File: config.mk
export PLATFORM = sky130hd
export DESIGN_NAME = board_input_conditioner
export DESIGN_NICKNAME = d
export VERILOG_FILES = /design/src/rtl/board_io_pkg.sv /design/src/rtl/debounce_cell.sv /design/src/rtl/board_input_conditioner.sv
export SDC_FILE = /design/constraint.sdc
export NUM_CORES = 1
export LEC_CHECK = 0
export ABC_AREA = 1
export CORE_UTILIZATION = 34
export CTS_CLUSTER_SIZE = 14
export DETAILED_ROUTE_END_ITERATION = 10
export PLACE_DENSITY = 0.56
export SKIP_LAST_GASP = 1
export SYNTH_ARGS = -nofsm -noshare
export SYNTH_HDL_FRONTEND = slang
export SYNTH_SLANG_ARGS = --single-unit
File: constraint.sdc
create_clock -name clock_in -period 1.3 [get_ports clock_in]
set_input_delay 0.26 -clock clock_in [delete_from_list [all_inputs] [get_ports clock_in]]
set_output_delay 0.26 -clock clock_in [all_outputs]
set_load 0.05 [all_outputs]
File: src/rtl/board_io_pkg.sv
// Shared constants for the DE10-Nano button/switch conditioning path.
package board_io_pkg;

    localparam int NUM_KEYS                = 2;
    localparam int NUM_SW                  = 4;
    localparam int DEFAULT_DEBOUNCE_CYCLES = 16;
    localparam int DEFAULT_RESET_STRETCH   = 8;
    localparam int DB_CNT_W                = 8;

    typedef logic [DB_CNT_W-1:0] db_cnt_t;

endpackage

File: src/rtl/debounce_cell.sv
// One input bit: 2-flop synchroniser, stability counter, accepted level and
// registered rise/fall pulses that coincide with the first cycle of the new level.
module debounce_cell
    import board_io_pkg::*;
#(
    parameter int DEBOUNCE_CYCLES = DEFAULT_DEBOUNCE_CYCLES,
    parameter bit IDLE_LEVEL      = 1'b0
) (
    input  logic clock_in,
    input  logic reset_in,
    input  logic pin,
    output logic level,
    output logic rise,
    output logic fall
);

    logic    sync_meta;
    logic    sync_q;
    logic    sample;
    db_cnt_t cnt;

    // Normalise polarity so an idle pin always reads as 0.
    assign sample = sync_q ^ IDLE_LEVEL;

    always_ff @(posedge clock_in) begin
        if (reset_in) begin
            sync_meta <= IDLE_LEVEL;
            sync_q    <= IDLE_LEVEL;
            cnt       <= '0;
            level     <= 1'b0;
            rise      <= 1'b0;
            fall      <= 1'b0;
        end else begin
            sync_meta <= pin;
            sync_q    <= sync_meta;
            rise      <= 1'b0;
            fall      <= 1'b0;
            if (sample == level) begin
                cnt <= '0;
            end else if (cnt == db_cnt_t'(DEBOUNCE_CYCLES - 1)) begin
                level <= sample;
                rise  <= sample;
                fall  <= ~sample;
                cnt   <= '0;
            end else begin
                cnt <= cnt + db_cnt_t'(1);
            end
        end
    end

endmodule

File: src/rtl/board_input_conditioner.sv
// Conditions KEY[1:0] / SW[3:0] for the CPU and stretches cpu_reset.
// Define SW_DEBOUNCE_EN to debounce switches; otherwise they are only synchronised.
module board_input_conditioner
    import board_io_pkg::*;
#(
    parameter int DEBOUNCE_CYCLES = DEFAULT_DEBOUNCE_CYCLES,
    parameter int RESET_STRETCH   = DEFAULT_RESET_STRETCH
) (
    input  logic                clock_in,
    input  logic                reset_in,
    input  logic [NUM_KEYS-1:0] key_n_in,
    input  logic [NUM_SW-1:0]   sw_in,
    input  logic [NUM_KEYS-1:0] event_clear,
    output logic [NUM_KEYS-1:0] key_level,
    output logic [NUM_KEYS-1:0] key_press,
    output logic [NUM_KEYS-1:0] key_release,
    output logic [NUM_KEYS-1:0] key_event,
    output logic [NUM_SW-1:0]   sw_level,
    output logic                sw_change,
    output logic                cpu_reset
);

    for (genvar i = 0; i < NUM_KEYS; i++) begin : g_key
        debounce_cell #(
            .DEBOUNCE_CYCLES(DEBOUNCE_CYCLES),
            .IDLE_LEVEL     (1'b1)
        ) u_db (
            .clock_in(clock_in),
            .reset_in(reset_in),
            .pin     (key_n_in[i]),
            .level   (key_level[i]),
            .rise    (key_press[i]),
            .fall    (key_release[i])
        );
    end

`ifdef SW_DEBOUNCE_EN
    logic [NUM_SW-1:0] sw_rise;
    logic [NUM_SW-1:0] sw_fall;

    for (genvar i = 0; i < NUM_SW; i++) begin : g_sw
        debounce_cell #(
            .DEBOUNCE_CYCLES(DEBOUNCE_CYCLES),
            .IDLE_LEVEL     (1'b0)
        ) u_db (
            .clock_in(clock_in),
            .reset_in(reset_in),
            .pin     (sw_in[i]),
            .level   (sw_level[i]),
            .rise    (sw_rise[i]),
            .fall    (sw_fall[i])
        );
    end

    assign sw_change = |(sw_rise | sw_fall);
`else
    logic [NUM_SW-1:0] sw_meta;
    logic [NUM_SW-1:0] sw_prev;

    always_ff @(posedge clock_in) begin
        if (reset_in) begin
            sw_meta  <= '0;
            sw_level <= '0;
            sw_prev  <= '0;
        end else begin
            sw_meta  <= sw_in;
            sw_level <= sw_meta;
            sw_prev  <= sw_level;
        end
    end

    assign sw_change = |(sw_level ^ sw_prev);
`endif

    // Handshake: key_press sets a flag, event_clear drops it on the next
    // edge; a press arriving in the same cycle as a clear keeps the flag set.
    always_ff @(posedge clock_in) begin
        if (reset_in) begin
            key_event <= '0;
        end else begin
            key_event <= key_press | (key_event & ~event_clear);
        end
    end

    logic    rst_src_q;
    db_cnt_t stretch_cnt;

    always_ff @(posedge clock_in) begin
        if (reset_in) begin
            rst_src_q   <= 1'b1;
            stretch_cnt <= db_cnt_t'(RESET_STRETCH);
        end else begin
            rst_src_q <= key_level[0];
            if (rst_src_q) begin
                stretch_cnt <= db_cnt_t'(RESET_STRETCH);
            end else if (stretch_cnt != '0) begin
                stretch_cnt <= stretch_cnt - db_cnt_t'(1);
            end
        end
    end

    // key_level[0] is included so the CPU is held from the very cycle KEY[0] is accepted.
    assign cpu_reset = key_level[0] | rst_src_q | (stretch_cnt != '0);

endmodule
---- Yosys cells after proc, flatten, opt, wreduce, memory -nomap -nowiden ----
Cells that the tools add are included.
word-level totals
  flip-flop bits (word level) ............. 49
  input port bits ......................... 10
  output and inout bits ................... 14
  word-level logic and storage cells ...... 46
operators by class
  $add $sub $neg .......................... 3
  equality and inequality tests ........... 4
  bitwise logic cells ..................... 12
  reductions and logical operators ........ 9
operators by type and width
  kind                                                 count
  adder 8 x 1 -> 8 bit, second input constant          2
  equality test 8 x 4 -> 1 bit, second input constant  2
  OR reduction 3 bit                                   4
  nonzero test 8 bit                                   1
  subtractor 8 x 1 -> 8 bit, second input constant     1
  inverter 1 bit                                       6
  AND reduction 2 bit                                  2
  OR reduction 4 bit                                   1
  bitwise XOR 4 bit                                    1
  AND 2 bit                                            1
  equality test 1 bit                                  2
  inverter 2 bit                                       1
  OR 1 bit                                             2
  OR 2 bit                                             1
  OR reduction 2 bit                                   1

---- Depth between registers and ports, before layout ----
Gate-level depths: netlist of the first run.
  depth in word-level cells ............... 4
  gate-level depth with buffers ........... 8
  gate-level depth less buffers ........... 8

---- By module ----
Synthesis of the first run repeated with hierarchy kept, for this count alone.
unflattened totals
  cells, all modules ...................... 272
  area, all modules ....................... 2092.0 um2
by module, submodules not included
  module                   instances  cells an instance  area each (um2)  sequential area each (um2)
  debounce_cell            2          78                 563.0            260.2
  board_input_conditioner  1          116                965.9            460.4

---- Worst setup path before layout of the first run ----
No wires, ideal clock.
  path type ............................... register -> output
  from .................................... register sw_level[0]
  to ...................................... output port sw_change
  arrival ................................. 1.315 ns
  data required time ...................... 1.040 ns
  path slack .............................. -0.275 ns
  stages on the path, launching flop included .. 3
  path buffers ............................ 0
  cell sequence ........................... dfxtp_1 xnor2_1 nand4_1
between the ends
  cells in the longest elaborated chain, start to end .. 2
RTL lines
  what                    RTL line                       RTL
  start, declared         board_input_conditioner.sv:18  output logic [NUM_SW-1:0] sw_level,
  start signal, assigned  board_input_conditioner.sv:67  sw_level <= sw_meta;
  bitwise XOR 4 bit       board_input_conditioner.sv:72  assign sw_change = |(sw_level ^ sw_prev);
  OR reduction 4 bit      board_input_conditioner.sv:72
  end, declared           board_input_conditioner.sv:19  output logic sw_change,
Every way passes these cells.

---- Worst setup path in the final report of the first run ----
  from .................................... register stretch_cnt[3]
  to ...................................... output port cpu_reset
between the ends
  cells in the longest elaborated chain, start to end .. 2
RTL lines
  what                    RTL line                        RTL
  start, declared         board_input_conditioner.sv:86   db_cnt_t stretch_cnt;
  start signal, assigned  board_input_conditioner.sv:91   stretch_cnt <= db_cnt_t'(RESET_STRETCH);
  start signal, assigned  board_input_conditioner.sv:95   stretch_cnt <= db_cnt_t'(RESET_STRETCH);
  start signal, assigned  board_input_conditioner.sv:97   stretch_cnt <= stretch_cnt - db_cnt_t'(1);
  nonzero test 8 bit      board_input_conditioner.sv:103  assign cpu_reset = key_level[0] | rst_src_q | (stretch_cnt != '0);
  OR 1 bit                board_input_conditioner.sv:103
  end, declared           board_input_conditioner.sv:20   output logic cpu_reset
Every way passes these cells.

==> key figures, run 1 <==
Run status
  – Result of the run: finished, violations left
  – Failing checks: setup timing

Synth
  – Post-synthesis instance area: between 2000 and 2500 um^2
  – Fraction of registers with async set or reset after synthesis: 0%
  – Synthesized area per cell: 7.49 um^2
  – Synth Instances: around 280
  – Library cell occupying the most area in the post-synthesis netlist: sky130_fd_sc_hd__dfxtp_1
  – Post-Syn Nets: roughly 290
  – Share of the synthesized area in the top cell type: between 40 and 50%
  – Library cells used by synthesis: 24
  – Most common library cells after synthesis: sky130_fd_sc_hd__nand2_1, sky130_fd_sc_hd__nor2_1, sky130_fd_sc_hd__inv_1
  – Commonest register cell after synthesis: sky130_fd_sc_hd__dfxtp_1
  – Share of synthesized area occupied by flip-flops and latches: a little under half
  – Number of enable-type register cells in the synthesized netlist: 0
  – Top cells by area in the synthesized netlist: sky130_fd_sc_hd__dfxtp_1, sky130_fd_sc_hd__nand2_1, sky130_fd_sc_hd__nor2_1
  – Yosys Warn Count: 0
  – Post-synthesis register bit count: 49

Timing
  – Count of final hold-check violations: 0
  – Transition at the pin with the smallest max-transition slack: around 0.25 ns
  – Setup clock skew after layout: about 0.010 ns
  – Max_slew headroom: between 80% and 90%
  – Total Negative Setup Slacks: -0.227 ns
  – Minimum period implied by the final worst setup slack: about 1.4 ns
  – Setup violation total in the final timing report: 2
  – Pins Over Slew Limit: 0
  – Achievable Freq: 0.695 GHz
  – Setup repair after global routing missed its margin: yes
  – Final setup margin: -0.139 ns
  – Ratio of final minimum period to clock period: 111%

Setup path
  – Type of destination of the critical path: output port
  – Chain of cells forming the critical path: nor2_4 -> nand2_2 -> nor2_4 -> nand2_2 -> buf_8
  – Critical Path Slowest Stage Cell: sky130_fd_sc_hd__dfxtp_4
  – Launching element type of the critical path: flop
  – Arrival time reported for the critical path endpoint: ~1.2 ns
  – CP required: approximately 1.0 ns
  – Peak fanout along the critical path: 3
  – Top cell family by delay on the critical path: simple AND/OR/NAND/NOR gates
  – Critical path buffers and inverters: 1
  – WS Path Type: flop to output port
  – Stage delay of the slowest cell on the critical path: roughly 0.36 ns

CTS
  – CTS HTree Levels: 2
  – Clock latency at the later pin of the worst-skew pair: 0.29 ns
  – Post-cts hold buffer count: 0
  – Root Buffer Master: sky130_fd_sc_hd__clkbuf_8
  – Clock sinks: slightly below 50
  – Inserted Clock Buffers: 5
  – Bufs on Longest Clock Path: 2
  – Clock slew seen by the registers of the worst setup and hold paths: 0.09 ns
  – CTS tree: built

Placement
  – Total cell area at the placement stage: 2570 um^2
  – Half-perimeter wire length of the detailed placement result: around 2500 um
  – Port buffer count: 23
  – Placer congestion estimate: approximately 0.8
  – Placed Cells: approximately 380

Routing
  – Count of vias placed by the detailed router: 1,637
  – DRC violation total after the first TritonRoute iteration: 34
  – Number of design rule violations left after detail routing: 0
  – Count of nets left with antenna violations after detail routing: 0
  – Via-per-instance ratio: slightly above 4
  – Initial DRT Pass Iterations: 4
  – Wire per inst: 8.94 um
  – Total length of routed wires: around 3500 um

Pwr
  – Sequential share of power: between 50% and 60%
  – Combinational power share: 11.7%
  – Worst VDD drop: just under 0.001 V
  – Pwr/cell area: ~1100 nW/um^2
  – Static leakage power: 1.25 nW
  – Switching share of power: between 20% and 30%
  – Switching power of the nets: between 700 and 800 uW
  – Clock group share of total power: 36.1%
  – Internal power component: around 2.3 mW
  – Final Total Pwr: approximately 3.0 mW

Floorplan
  – Number of placed I/O pins: 24
  – Die span in y: 80.3 um
  – Core Box Area: slightly below 6000 um^2
  – Die ar.: ~6400 um^2
  – Die extent in x: ~80 um
  – Starting density of the core: 35.2%
  – Num rows: 28

Final layout
  – Final cell area excluding filler cells: approximately 2800 um^2
  – Fillcell total: between 500 and 600
  – Number of nets in the finished design: between 300 and 400
  – Post-route core utilization: between 40% and 50%
  – Share of layout cells above drive strength 1: 27.0%
  – Area grow syn2layout: 36.0%
  – Final Instance Count excl. Fillers: 394
  – Antenna diodes: 0

Global routing
  – Vias in the first global route: about 1,500
  – Pin count of the biggest net entering global routing: 16
  – Global routing usage summed across all routing layers: around 12%
  – Number of antenna violations at the first check in global routing: 0
  – First-pass GRT wire length: ~6000 um
  – Global route overflow: 0

Flow run
  – Total of max-cap violations: 0

Hold path
  – Hold crit path type: flop to flop
[worst min-delay path: cells and delay by family, from the launching register on]
| family | cells | cell delay (ns) |
|---|---|---|
| buffers and inverters | 1 | 0.04 |
| AND/OR/NAND/NOR | 1 | 0.03 |
| flip-flops | 1 | 0.31 |
[placed cells by master, fill, tap and decap left out, types with 2 or more instances in the layout]
cell	n
sky130_fd_sc_hd__nand2_2	4
sky130_fd_sc_hd__nand2_1	51
sky130_fd_sc_hd__o21ai_0	3
sky130_fd_sc_hd__dfxtp_2	6
sky130_fd_sc_hd__inv_2	4
sky130_fd_sc_hd__buf_12	13
sky130_fd_sc_hd__nor2_1	52
sky130_fd_sc_hd__a21oi_1	6
sky130_fd_sc_hd__nand3_2	3
sky130_fd_sc_hd__dfxtp_4	5
sky130_fd_sc_hd__xor2_1	4
sky130_fd_sc_hd__or2_2	4
sky130_fd_sc_hd__dfxtp_1	38
sky130_fd_sc_hd__nand2_4	2
sky130_fd_sc_hd__nand3_1	11
sky130_fd_sc_hd__xnor2_2	4
sky130_fd_sc_hd__ha_2	3
sky130_fd_sc_hd__clkbuf_8	5
sky130_fd_sc_hd__clkdlybuf4s50_1	9
sky130_fd_sc_hd__buf_4	18
sky130_fd_sc_hd__nor2_2	6
sky130_fd_sc_hd__nand4_1	5
sky130_fd_sc_hd__xnor2_1	3
sky130_fd_sc_hd__nor2_4	3
sky130_fd_sc_hd__inv_1	48
[state kept, by name, indices dropped and copies added, names as in the netlist, 4 cells and up]
register and cells:
sw_prev 4, g_key.u_db.cnt 16, sw_meta 4, sw_level 4
stretch_cnt 8
[power groups by stage]
stage | combinational (mW) | sequential, mW | clock, mW
finish | 0.349 | 1.56 | 1.08
CTS | 0.350 | 1.56 | 1.12
global route | 0.390 | 1.57 | 1.19
floorplan | 0.169 | 1.61 | 0
detailed placement | 0.306 | 1.60 | 0
global placement | 0.304 | 1.60 | 0
[path summary, 6_finish.rpt]
check | from | to | slack (ns) | cells after the start
worst max-delay path | stretch_cnt[3]$_SDFFE_PP1P_ | cpu_reset | -0.14 | 5
worst min-delay path | sw_meta[2]$_SDFF_PP0_ | sw_level[2]$_SDFF_PP0_ | 0.40 | 2
worst max register to register | g_key[1].u_db.cnt[0]$_SDFF_PP0_ | g_key[1].u_db.cnt[3]$_SDFF_PP0_ | 0.11 | 6
worst min register to register | sw_meta[2]$_SDFF_PP0_ | sw_level[2]$_SDFF_PP0_ | 0.40 | 2
[what timing repair did]
| item | CTS | global route |
|---|---|---|
| resized for setup | 20 | 6 |
| setup endpoints to repair | 2 | 14 |
| setup buffers | 8 | 0 |
| pin swaps | 5 | 0 |
[final cells by class]
| cell class | instances | area, um^2 | area share (%) |
|---|---|---|---|
| tap | 75 | 93.8 | 3.31 |
| multi-input combinational | 168 | 920 | 32.5 |
| clock inverter | 2 | 38.8 | 1.37 |
| sequential | 49 | 1010 | 35.6 |
| inverter | 53 | 200 | 7.07 |
| clock buffer | 6 | 72.6 | 2.56 |
| timing repair buffer | 41 | 500 | 17.7 |
[cell families after synthesis]
logic type | Yosys count | synth area share, %
buf+inv | 61 | 12.3
simple gates | 142 | 30.3
compound gates | 11 | 3.30
flops | 49 | 47.1
xor+xnor | 11 | 4.62
fa+ha+maj | 4 | 2.40
[metrics by stage]
step	setup WS [ns]	hold WS [ns]
final	-0.139	0.398
after detailed placement	-0.0768	0.385
after floorplan	-0.0187	0.364
after global placement	-0.0467	0.381
after CTS	-0.147	0.400
after global routing	-0.201	0.423
[metal layers]
metal,track usage [%],wire (um),up-vias
li1,-,-,899
met2,20.3,1690,20
met4,4.29,45,0
met5,0,0,-
met1,14.7,1660,714
met3,3.98,132,4
(Power assumes the default switching activity.)
==> run 2, diff against run 1 <==
DONT_BUFFER_PORTS = 1   (was default)
PLACE_DENSITY = 0.51   (was 0.56)
==> run 2 against run 1 <==
Design area fell by 14%; cell count fell by 6.1%; largest cell class unchanged; total power fell by 10%; the flow still finishes with violations (setup timing); fmax rose by 3.1%; clock power fell by 20%; die area did not move; worst hold slack got worse by 0.38 ns; global-route usage fell by 0.11 points.
==> key figures, run 2 (synthesis results as in run 1) <==
Run status
  – Result of the run: finished, violations left
  – Failing checks: setup timing

Routing
  – Count of vias placed by the detailed router: between 1,500 and 2,000
  – DRC violation total after the first TritonRoute iteration: 30
  – Count of nets left with antenna violations after detail routing: 0
  – Via-per-instance ratio: between 4 and 5
  – Number of design rule violations left after detail routing: 0
  – Wire per inst: 9.41 um
  – Total length of routed wires: between 3000 and 4000 um
  – Initial DRT Pass Iterations: 4

Pwr
  – Worst VDD drop: just under 0.0006 V
  – Clock group share of total power: about a third
  – Switching power of the nets: 670 uW
  – Sequential share of power: about three fifths
  – Pwr/cell area: between 1000 and 1500 nW/um^2
  – Switching share of power: about a quarter
  – Internal power component: a little over 2 mW
  – Combinational power share: between 9 and 10%
  – Static leakage power: 1.11 nW

Setup path
  – Top cell family by delay on the critical path: flip-flops
  – Stage delay of the slowest cell on the critical path: around 0.33 ns
  – Peak fanout along the critical path: 2
  – Type of destination of the critical path: output port
  – Critical Path Slowest Stage Cell: sky130_fd_sc_hd__dfxtp_2
  – CP required: between 1 and 1.5 ns
  – Chain of cells forming the critical path: inv_2 -> ha_4 -> nand2_2 -> nor2_4 -> nand2_4
  – Arrival time reported for the critical path endpoint: 1.14 ns
  – Critical path buffers and inverters: 1
  – Launching element type of the critical path: flop
  – WS Path Type: flop to output port

CTS
  – Inserted Clock Buffers: 5
  – Clock sinks: between 40 and 50
  – CTS HTree Levels: 2
  – CTS tree: built
  – Root Buffer Master: sky130_fd_sc_hd__clkbuf_8
  – Clock slew seen by the registers of the worst setup and hold paths: approximately 0.080 ns
  – Clock latency at the later pin of the worst-skew pair: 0.29 ns
  – Bufs on Longest Clock Path: 2

Final layout
  – Share of layout cells above drive strength 1: between 20% and 30%
  – Antenna diodes: 0
  – Flip-flop count of the largest register after layout: 16
  – Most frequent cells in the layout: sky130_fd_sc_hd__nor2_1, sky130_fd_sc_hd__nand2_1, sky130_fd_sc_hd__inv_1
  – Fillcell total: approximately 630
  – Final Instance Count excl. Fillers: 370
  – Area grow syn2layout: 16.7%
  – Number of nets in the finished design: roughly 300
  – Most flop-heavy register: g_key.u_db.cnt
  – Largest registers: g_key.u_db.cnt: 16 flops, stretch_cnt: 8 flops

Hold path
  – Hold crit path type: input pin to flop

Floorplan
  – Core Box Area: 5920 um^2
  – Starting density of the core: 35.2%
  – Die extent in x: around 80 um
  – Num rows: 28
  – Number of placed I/O pins: 24
  – Die span in y: 80.3 um
  – Die ar.: around 6400 um^2

Timing
  – Ratio of final minimum period to clock period: 107%
  – Pins Over Slew Limit: 0
  – Count of final hold-check violations: 0
  – Transition at the pin with the smallest max-transition slack: ~0.54 ns
  – Setup violation total in the final timing report: 2
  – Setup repair after global routing missed its margin: yes
  – Final setup margin: -0.0964 ns
  – Achievable Freq: ~0.72 GHz
  – Minimum period implied by the final worst setup slack: roughly 1.4 ns
  – Setup clock skew after layout: between 0.004 and 0.005 ns
  – Max_slew headroom: around 64%
  – Worst hold slack after final layout: about 0.020 ns

Flow run
  – Total of max-cap violations: 0

Placement
  – Half-perimeter wire length of the detailed placement result: approximately 2500 um
  – Placer congestion estimate: ~0.8
  – Setup slack after placement: 0.0128 ns
  – Port buffer count: 0
  – Placed Cells: 359

Global routing
  – Global routing usage summed across all routing layers: 12.1%
  – Pin count of the biggest net entering global routing: 23
  – Global route overflow: 0
  – First-pass GRT wire length: between 5000 and 6000 um
  – Vias in the first global route: approximately 1,500
  – Number of antenna violations at the first check in global routing: 0
==> run 2: cell types whose count changed in the layout (fill, tap and decap cells not counted), moves of 2 or more <==
cell	before	now
sky130_fd_sc_hd__buf_12	13	0
sky130_fd_sc_hd__clkdlybuf4s50_1	9	0
sky130_fd_sc_hd__buf_4	18	15
sky130_fd_sc_hd__ha_1	0	3
sky130_fd_sc_hd__ha_2	3	0
sky130_fd_sc_hd__clkinv_2	1	3
==> run 2: cell type report <==
cell class / instances / area [um^2] / area share, %
clock inverters: 2 / 10.0 / 0.412
multi-input cells: 168 / 917 / 37.7
repair buffers: 17 / 134 / 5.51
flip-flops and latches: 49 / 1000 / 41.3
clock buffers: 6 / 72.6 / 2.99
well taps: 75 / 93.8 / 3.86
inverters: 53 / 200 / 8.23
==> run 2: metal layers <==
layer / vias up / part of all wire, % / track usage, %
met5: - / 0 / 0
met4: 0 / 2.1 / 6.43
met2: 22 / 45 / 21.4
met1: 691 / 49 / 13.2
li1: 850 / - / -
met3: 7 / 3.4 / 3.30
==> run 2: repair_timing <==
action,4_1_cts,5_1_grt
resized for setup,17,5
pin swaps,6,2
hold buffers,0,1
setup buffers,2,0
setup endpoints to repair,2,19
hold endpoints to repair,0,3
==> run 2: per-stage QoR <==
stage | instance area [um^2] | TNS, ns | total power [mW] | utilization (%)
after CTS | 2400 | -0.136 | 2.73 | 40.5
after detailed placement | 2240 | 0 | 1.82 | 37.9
after global placement | 2240 | 0 | 1.82 | 37.9
after global routing | 2430 | -0.249 | 2.83 | 41.1
after floorplan | 2100 | -0.0187 | 1.78 | -
final | 2430 | -0.122 | 2.69 | 41.1
==> run 2: power groups by stage <==
stage / Combinational, mW / Clock, mW / Sequential [mW]
floorplan: 0.169 / 0 / 1.61
global placement: 0.232 / 0 / 1.59
detailed placement: 0.233 / 0 / 1.59
CTS: 0.261 / 0.908 / 1.56
global route: 0.295 / 0.963 / 1.57
finish: 0.264 / 0.862 / 1.56
==> run 2: worst reg2reg max path: cells and delay by family, from the launching register on <==
family | cells | cell delay, ns
adders and majority gates | 1 | 0.20
DFF | 1 | 0.36
and+or+nand+nor | 6 | 0.45
buffers and inverters | 1 | 0.08
==> run 2: path summary, 6_finish.rpt <==
kind                                                       from                          endpoint  slack [ns]  depth (start not counted)
worst max-delay path                stretch_cnt[1]$_SDFFE_PP0P_                         cpu_reset        -0.1                          5
worst min-delay path                                   reset_in            sw_level[1]$_SDFF_PP0_        0.02                          1
worst max register to register  g_key[0].u_db.cnt[1]$_SDFF_PP0_  g_key[0].u_db.level$_SDFFE_PP0P_        0.12                          8
worst min register to register            sw_meta[2]$_SDFF_PP0_            sw_level[2]$_SDFF_PP0_        0.39                          2
==> run 3, diff against run 2 <==
==> constraint.sdc (replaced) <==
create_clock -name clock_in -period 1.3 [get_ports clock_in]
set_input_delay 0.26 -clock clock_in [delete_from_list [all_inputs] [get_ports clock_in]]
set_output_delay 0.26 -clock clock_in [all_outputs]
set_load 0.01 [all_outputs]
==> run 3 against run 2 <==
The flow still finishes with violations (setup timing); cell count fell by 1.6%; die area did not move; non-clock buffer count fell by 6; combinational power fell by 19%; via count fell by 1.3%; wire length fell by 2.2%; highest routed layer unchanged.
==> key figures, run 3 (synthesis results as in run 1) <==
Global routing
  – Pin count of the biggest net entering global routing: 17
  – Global route overflow: 0
  – Number of antenna violations at the first check in global routing: 0
  – First-pass GRT wire length: slightly above 6000 um
  – Global routing usage summed across all routing layers: approximately 12%
  – Vias in the first global route: approximately 1,400

Setup path
  – Type of destination of the critical path: output port
  – Arrival time reported for the critical path endpoint: ~1.1 ns
  – WS Path Type: flop to output port
  – CP required: between 1 and 1.5 ns
  – Launching element type of the critical path: flop
  – Peak fanout along the critical path: 3

Timing
  – Max_slew headroom: between 70% and 80%
  – Worst hold slack after final layout: approximately 0.049 ns
  – Ratio of final minimum period to clock period: 101%
  – Achievable Freq: roughly 0.76 GHz
  – Pins Over Slew Limit: 0
  – Setup clock skew after layout: around 0.0029 ns
  – Final setup margin: -0.0169 ns
  – Count of final hold-check violations: 0
  – Transition at the pin with the smallest max-transition slack: 0.363 ns
  – Setup violation total in the final timing report: 1
  – Minimum period implied by the final worst setup slack: about 1.3 ns
  – Setup repair after global routing missed its margin: yes

CTS
  – Root Buffer Master: sky130_fd_sc_hd__clkbuf_8
  – Inserted Clock Buffers: 5
  – CTS tree: built
  – CTS HTree Levels: 2
  – Bufs on Longest Clock Path: 2
  – Clock latency at the later pin of the worst-skew pair: about 0.3 ns
  – Clock slew seen by the registers of the worst setup and hold paths: 0.09 ns
  – Clock sinks: just under 50

Pwr
  – Switching share of power: between 20% and 30%
  – Worst VDD drop: between 0.0005 and 0.0006 V
  – Switching power of the nets: ~660 uW
  – Combinational power share: roughly 8%
  – Static leakage power: approximately 1.1 nW
  – Sequential share of power: 58.4%
  – Internal power component: roughly 2.0 mW
  – Clock group share of total power: between 30% and 40%
  – Final Total Pwr: ~2.7 mW
  – Pwr/cell area: ~1100 nW/um^2

Run status
  – Result of the run: finished, violations left
  – Failing checks: setup timing

Floorplan
  – Num rows: 28
  – Starting density of the core: a little over a third
  – Die ar.: 6440 um^2
  – Core Box Area: between 5000 and 6000 um^2
  – Number of placed I/O pins: 24
  – Die span in y: ~80 um
  – Die extent in x: approximately 80 um

Final layout
  – Antenna diodes: 0
  – Most flop-heavy register: g_key.u_db.cnt
  – Largest registers: g_key.u_db.cnt: 16 flops, stretch_cnt: 8 flops
  – Flip-flop count of the largest register after layout: 16
  – Flip-flop and latch area: roughly 1000 um^2
  – Most frequent cells in the layout: sky130_fd_sc_hd__nor2_1, sky130_fd_sc_hd__nand2_1, sky130_fd_sc_hd__inv_1
  – Fillcell total: about 610
  – Area grow syn2layout: 14.8%
  – Final cell area excluding filler cells: around 2400 um^2
  – Number of nets in the finished design: around 300
  – Footprint of the multi-input gates: slightly above 900 um^2
  – Post-route core utilization: roughly 40%
  – Share of layout cells above drive strength 1: 21.1%

Routing
  – Count of nets left with antenna violations after detail routing: 0
  – Total length of routed wires: 3400 um
  – Count of vias placed by the detailed router: between 1,500 and 2,000
  – DRC violation total after the first TritonRoute iteration: 37
  – Number of design rule violations left after detail routing: 0
  – Initial DRT Pass Iterations: 4
  – Via-per-instance ratio: 4.26
  – Wire per inst: around 9.4 um

Placement
  – Setup slack after placement: between 0.07 and 0.08 ns
  – Half-perimeter wire length of the detailed placement result: 2380 um
  – Total cell area at the placement stage: 2150 um^2
  – Placer congestion estimate: 0.739
  – Port buffer count: 0

Flow run
  – Total of max-cap violations: 0

Hold path
  – Hold crit path type: input pin to flop
==> run 3: changes by cell type in the layout (fill, tap and decap cells not counted), moves of 2 or more <==
| cell | delta |
|---|---|
| sky130_fd_sc_hd__clkinv_4 | +2 |
| sky130_fd_sc_hd__ha_1 | -2 |
| sky130_fd_sc_hd__buf_4 | -7 |
| sky130_fd_sc_hd__ha_2 | +2 |
| sky130_fd_sc_hd__dlygate4sd3_1 | +2 |
==> run 3: layout make-up <==
type | instances | share of cell area (%)
clock buffers | 5 | 2.88
clock inverters | 3 | 0.942
inverters | 53 | 8.37
multi-input cells | 168 | 38.1
flip-flops and latches | 49 | 42.0
well taps | 75 | 3.92
repair buffers | 11 | 3.77
==> run 3: routing by layer <==
layer  track usage [%]  wire (um)
met5                 0          0
met2              19.1       1430
met4              5.89         68
met3              3.75        153
met1              15.3       1750
==> run 3: critical path, stage by stage, from the launching register on <==
cell                      delay [ns]
sky130_fd_sc_hd__dfxtp_2        0.33
sky130_fd_sc_hd__inv_2          0.08
sky130_fd_sc_hd__ha_4           0.12
sky130_fd_sc_hd__nand2_2        0.06
sky130_fd_sc_hd__nor2_4         0.09
sky130_fd_sc_hd__nand2_2        0.07
==> run 3: final timing paths <==
| kind | from | endpoint | slack, ns | cells past startpoint |
|---|---|---|---|---|
| min | sw_in[1] | sw_meta[1]$_SDFF_PP0_ | 0.05 | 2 |
| max reg2reg | g_key[0].u_db.cnt[1]$_SDFF_PP0_ | g_key[0].u_db.cnt[6]$_SDFF_PP0_ | 0.12 | 8 |
| min reg2reg | sw_meta[1]$_SDFF_PP0_ | sw_level[1]$_SDFF_PP0_ | 0.40 | 2 |
| max | stretch_cnt[1]$_SDFFE_PP0P_ | cpu_reset | -0.02 | 5 |
==> run 3: power groups by stage <==
stage	clock network (mW)	registers (mW)	logic, mW
after floorplan	0	1.60	0.150
after global placement	0	1.60	0.171
after detailed placement	0	1.60	0.170
after CTS	0.953	1.57	0.206
after global routing	1.01	1.57	0.251
final	0.901	1.57	0.213
==> run 3: per-stage QoR <==
step,cells,setup TNS [ns]
after floorplan,278,0
after CTS,363,-0.0326
after global placement,349,0
after global routing,364,-0.0823
after detailed placement,349,0
final,364,-0.0169
==> run 3: repair_timing <==
item | in CTS | in global routing
hold buffers | 2 | 1
gates cloned | 0 | 0
resized for setup | 15 | 15
endpoints found under the setup margin | 2 | 21
pin swaps | 4 | 1
buffers inserted | 4 | 0
endpoints found under the hold margin | 10 | 3
